===== config.mk =====
export PLATFORM = sky130hd
export DESIGN_NAME = div_scheduler
export DESIGN_NICKNAME = d
export VERILOG_FILES = /design/src/rtl/math_pkg.sv /design/src/rtl/rr_arbiter.sv /design/src/rtl/div_scheduler.sv
export SDC_FILE = /design/constraint.sdc
export NUM_CORES = 1
export LEC_CHECK = 0
export ABC_AREA = 0
export CAP_MARGIN = 20
export CORE_ASPECT_RATIO = 0.8
export CORE_MARGIN = 1
export CORE_UTILIZATION = 45
export DETAILED_ROUTE_END_ITERATION = 6
export DONT_BUFFER_PORTS = 1
export PLACE_DENSITY = 0.63
export SYNTH_ARGS = -nofsm -noshare
export SYNTH_HDL_FRONTEND = slang
export SYNTH_SLANG_ARGS = --single-unit

===== constraint.sdc =====
create_clock -name clk -period 4.6 [get_ports clk]
set_input_delay 0.69 -clock clk [delete_from_list [all_inputs] [get_ports clk]]
set_output_delay 0.69 -clock clk [all_outputs]
set_load 0.005 [all_outputs]

===== src/rtl/math_pkg.sv =====
// Shared types and helpers for the divider scheduler.
// Holds the FSM state encoding and the round-robin pick function.
package math_pkg;

    typedef enum logic [1:0] {
        S_IDLE,
        S_LOAD,
        S_RUN,
        S_DONE
    } div_sched_state_t;

    localparam int unsigned RR_MAX = 32;

    // Winner = first set bit searching from ptr+1 upward, wrapping at nreq.
    function automatic int unsigned rr_pick(input logic [RR_MAX-1:0] req,
                                            input int unsigned       ptr,
                                            input int unsigned       nreq);
        int unsigned win;
        int unsigned idx;
        win = ptr;
        for (int unsigned i = nreq; i >= 1; i--) begin
            idx = (ptr + i) % nreq;
            if (req[idx[4:0]]) begin
                win = idx;
            end
        end
        return win;
    endfunction

endpackage


===== src/rtl/rr_arbiter.sv =====
// Round-robin arbiter: combinational pick from a registered pointer.
// The pointer only moves to the winner when the grant is taken.
module rr_arbiter
    import math_pkg::*;
#(
    parameter int unsigned NREQ = 4
) (
    input  logic                     clk,
    input  logic                     rst,
    input  logic [NREQ-1:0]          req,
    input  logic                     grant,
    output logic [$clog2(NREQ)-1:0]  pick_c,
    output logic                     any_c
);

    localparam int unsigned IDW = $clog2(NREQ);

    logic [IDW-1:0] ptr;

    always_comb begin
        pick_c = IDW'(rr_pick(RR_MAX'(req), 32'(ptr), NREQ));
        any_c  = |req;
    end

    // Reset to NREQ-1 so requester 0 is favoured first.
    always_ff @(posedge clk or posedge rst) begin
        if (rst) begin
            ptr <= IDW'(NREQ - 1);
        end else if (grant) begin
            ptr <= pick_c;
        end
    end

endmodule


===== src/rtl/div_scheduler.sv =====
// Shares one integer_div among NREQ requesters with round-robin arbitration.
// Optional DIV_SCHED_ZERO_CHECK_EN short-circuits divide-by-zero without using the divider.
module div_scheduler
    import math_pkg::*;
#(
    parameter int unsigned WIDTH = 8,
    parameter int unsigned NREQ  = 4
) (
    input  logic                     clk,
    input  logic                     rst,
    input  logic [NREQ-1:0]          req,
    input  logic [NREQ*WIDTH-1:0]    req_dividend,
    input  logic [NREQ*WIDTH-1:0]    req_divider,
    output logic [NREQ-1:0]          done,
    output logic [WIDTH-1:0]         resp_result,
    output logic [WIDTH-1:0]         resp_remainder,
    output logic [$clog2(NREQ)-1:0]  resp_id,
    output logic                     busy,
    output logic                     div_start,
    output logic [WIDTH-1:0]         div_dividend,
    output logic [WIDTH-1:0]         div_divider,
    input  logic [WIDTH-1:0]         div_result,
    input  logic [WIDTH-1:0]         div_remainder,
    input  logic                     div_rdy
);

    localparam int unsigned IDW = $clog2(NREQ);

    div_sched_state_t state, state_d;

    logic [IDW-1:0]   pick_c;
    logic             any_c;
    logic             grant_c;
    logic [WIDTH-1:0] win_dividend_c;
    logic [WIDTH-1:0] win_divider_c;

    logic [NREQ-1:0]  done_d;
    logic [WIDTH-1:0] res_d;
    logic [WIDTH-1:0] rem_d;
    logic [IDW-1:0]   id_d;
    logic             busy_d;
    logic             start_d;
    logic [WIDTH-1:0] dvd_d;
    logic [WIDTH-1:0] dvs_d;

    assign grant_c        = (state == S_IDLE) && any_c;
    assign win_dividend_c = req_dividend[32'(pick_c) * WIDTH +: WIDTH];
    assign win_divider_c  = req_divider[32'(pick_c) * WIDTH +: WIDTH];

    rr_arbiter #(.NREQ(NREQ)) u_arb (
        .clk    (clk),
        .rst    (rst),
        .req    (req),
        .grant  (grant_c),
        .pick_c (pick_c),
        .any_c  (any_c)
    );

    // Next state and next values of every registered output.
    always_comb begin
        state_d = state;
        res_d   = resp_result;
        rem_d   = resp_remainder;
        id_d    = resp_id;
        dvd_d   = div_dividend;
        dvs_d   = div_divider;
        done_d  = '0;
        busy_d  = 1'b0;
        start_d = 1'b0;

        case (state)
            S_IDLE: begin
                if (any_c) begin
                    dvd_d   = win_dividend_c;
                    dvs_d   = win_divider_c;
                    id_d    = pick_c;
                    state_d = S_LOAD;
`ifdef DIV_SCHED_ZERO_CHECK_EN
                    if (win_divider_c == '0) begin
                        res_d   = '1;
                        rem_d   = win_dividend_c;
                        state_d = S_DONE;
                    end
`endif
                end
            end
            S_LOAD: begin
                state_d = S_RUN;
            end
            S_RUN: begin
                if (div_rdy) begin
                    res_d   = div_result;
                    rem_d   = div_remainder;
                    state_d = S_DONE;
                end
            end
            S_DONE: begin
                state_d = S_IDLE;
            end
            default: begin
                state_d = S_IDLE;
            end
        endcase

        // Outputs follow the state being entered so they align with it.
        busy_d  = (state_d != S_IDLE);
        start_d = (state_d == S_RUN);
        if (state_d == S_DONE) begin
            done_d = NREQ'(1) << id_d;
        end
    end

    always_ff @(posedge clk or posedge rst) begin
        if (rst) begin
            state          <= S_IDLE;
            done           <= '0;
            resp_result    <= '0;
            resp_remainder <= '0;
            resp_id        <= '0;
            busy           <= 1'b0;
            div_start      <= 1'b0;
            div_dividend   <= '0;
            div_divider    <= '0;
        end else begin
            state          <= state_d;
            done           <= done_d;
            resp_result    <= res_d;
            resp_remainder <= rem_d;
            resp_id        <= id_d;
            busy           <= busy_d;
            div_start      <= start_d;
            div_dividend   <= dvd_d;
            div_divider    <= dvs_d;
        end
    end

endmodule

==> results.yml <==
run_status:
  run_status: "complete, no violations"
yosys:
  synth_ff_type: "dfrtp_1"
  syn-cell-area_um2: 2360
  synth_seq_area_share_pct: 46.8
  ys_seq_elements: 44
  synthTopCellsByArea: "dfrtp_1, mux2_2, mux2i_1"
  yosys-top-cells-count: "dfrtp_1, nor2_1, inv_1"
  netlist.area_leader.share_pct: 44.6
  yosysMostFrequentCell: "dfrtp_1"
  syn_area_per_cell_um2: 10.9
  synth_enable_flop_cells: 0
  syn_nets: 306
  ys.warnings.count: 0
  synthArstFlopShare_pct: 100
  ys_types: 32
  syn_inst: 216
  yosys.area.top_type: "dfrtp_1"
route:
  avgRoutedWirePerCell_um: 19.0
  met2WireLength_mm: 2.38
  drt_iter0_markers: 58
  wl_mm: 5.14
  wl_met3_um: 472
  drt-pass1-iter-count: 6
  via_per_inst: 6.09
  top_layer: "met4"
  postRouteAntennaNets: 0
  drc: 0
  drt-met1-wl_mm: 2.24
  route.vias.total: 1644
worst_setup_path:
  startpoint_type: "flop"
  critPathRequiredTime_ns: 4.82
  crit_arrival_ns: 2.95
  crit_fanout: 21
  worstReg2RegStart: "state[0]"
  r2r_slack_ns: 1.87
  r2r_cells: 6
  r2r-end: "done[2]"
  crit_type: "flop to flop"
  crit_path_end_kind: "flop"
sta:
  fmax_mhz: 366
  worstMarginPinSlew_ns: 0.966
  hold_viol_final: 0
  finalCritPeriodShare_pct: 59.3
  max-slew-margin-rel_pct: 35.3
  final.min_clock_period_ns: 2.73
  tns_ns: 0
  setup_ws_ns: 1.87
  slew_viol_final: 0
  rsz0062_at_grt: "false"
  skew_ns: 0.00308
  setup_violations: 0
cells_and_area:
  diodes: 0
  drive_gt1_share_pct: 20.2
  final_area_um2: 2490
  n_fill_cell: 444
  multi_input_area_um2: 1100
  nets: 298
  area_growth_pct: 5.73
  ff_latch_area_um2: 1100
global_routing:
  antenna_found_initial: 0
  grt_use_total_pct: 18.7
  grt_pass1_wl_mm: 8.07
  grt_max_degree: 45
  grt_pass1_vias: 1604
  gr-total-overflow: 0
clock_tree:
  clk_pin_slew_ns: 0.08
  cts_sinks: 44
  cts_buffers: 5
  cts_hold_buf: 0
  clk_path_buf_depth: 2
  postCtsSetupBuffers: 0
  clk_latency_ns: 0.29
  cts_root_buf: "clkbuf_8"
  cts_resized: 0
  htreeDepth: 2
  cts_tree: "done"
floorplanning:
  ios: 127
  die_h_um: 66.8
  fp.dieW_um: 82.9
  core_um2: 5040
  rows: 23
  die-area_um2: 5540
  start_util_pct: 46.8
job:
  cap_violations: 0
pwr:
  cellPowerDensity_nw_per_um2: 727
  p_leak_nw: 1.07
  ir_drop_v: 0.000310
  total_power_mw: 1.81
placed_design:
  dpl_cell_area_um2: 2360
  port_buffers: 0
  place.gp.congestion: 0.744
  dp_hpwl_mm: 3.55
  pre_cts_ws_ns: 1.68
hold_path:
  hold_path_class: "primary input to async pin"
==> critical path, cell delays in order, from the launching register on <==
cell	delay, ns
dfrtp_1	0.39
inv_1	0.10
ha_1	0.21
nor2b_2	0.80
and3_1	0.79
o211ai_1	0.24
nor2_1	0.12
==> per-stage QoR <==
stage	utilization, %	hold slack (ns)	std cells
after CTS	49.5	0.509	270
after global routing	49.5	0.535	270
after detailed placement	47.0	0.519	263
after global placement	47.0	0.512	263
final	49.5	0.474	270
after floorplan	-	0.493	216
==> power by group <==
group | switching, mW | total, mW | internal, mW
Clock | 0.127 | 0.341 | 0.214
Sequential | 0.136 | 0.726 | 0.590
Combinational | 0.431 | 0.745 | 0.313
Total | 0.694 | 1.81 | 1.12
==> placed cells by master, fill, tap and decap left out, types with 2 or more instances in the layout <==
| master | count |
|---|---|
| dfrtp_1 | 42 |
| a21oi_1 | 2 |
| nor2_1 | 25 |
| or3b_1 | 2 |
| a31oi_1 | 16 |
| dfstp_2 | 2 |
| nand2_1 | 2 |
| a2111oi_2 | 9 |
| mux2_2 | 16 |
| nor2b_1 | 5 |
| a21o_1 | 2 |
| clkbuf_8 | 5 |
| a211oi_1 | 16 |
| mux2i_1 | 16 |
| a2111oi_0 | 7 |
| ha_1 | 3 |
| inv_1 | 20 |
| bufinv_16 | 2 |
==> cell families after synthesis <==
family	synth area share [%]
flip-flops	46.8
multiplexers	14.4
buffers and inverters	7.32
AND/OR/NAND/NOR	8.60
adder cells (fa/ha/maj)	1.59
AO/OA/AOI/OAI	21.3
==> state kept, by name (all words and copies together) (netlist names) <==
| name | count |
|---|---|
| resp_id | 2 |
| u_arb.ptr | 2 |
| div_divider | 8 |
| busy | 1 |
| resp_result | 8 |
| div_dividend | 8 |
| resp_remainder | 8 |
| div_start | 1 |
| state | 2 |
| done | 4 |
==> area by class of cell <==
class                   count  share of cell area, %
repair buffers              1                  0.301
clock buffers               5                   2.76
clock inverters             2                   2.41
well taps                  62                   3.11
flip-flops and latches     44                   44.3
multi-input cells         135                   44.0
inverters                  21                   3.16
==> metal layers <==
metal	vias to the layer above	global-route usage, %
met2	93	29.6
li1	769	-
met4	0	6.68
met3	6	7.31
met5	-	0
met1	776	23.2
==> how the worst max path moves through the flow <==
stage,start,endpoint,cells after the start
detailed placement,req[3],div_divider[4],5
finish,state[0],done[2],6
global route,state[0],done[2],6
global placement,req[3],div_dividend[6],5
CTS,state[0],done[2],6
floorplan,req[2],div_divider[0],7
Note: power is estimated with default switching activity, not from simulation.
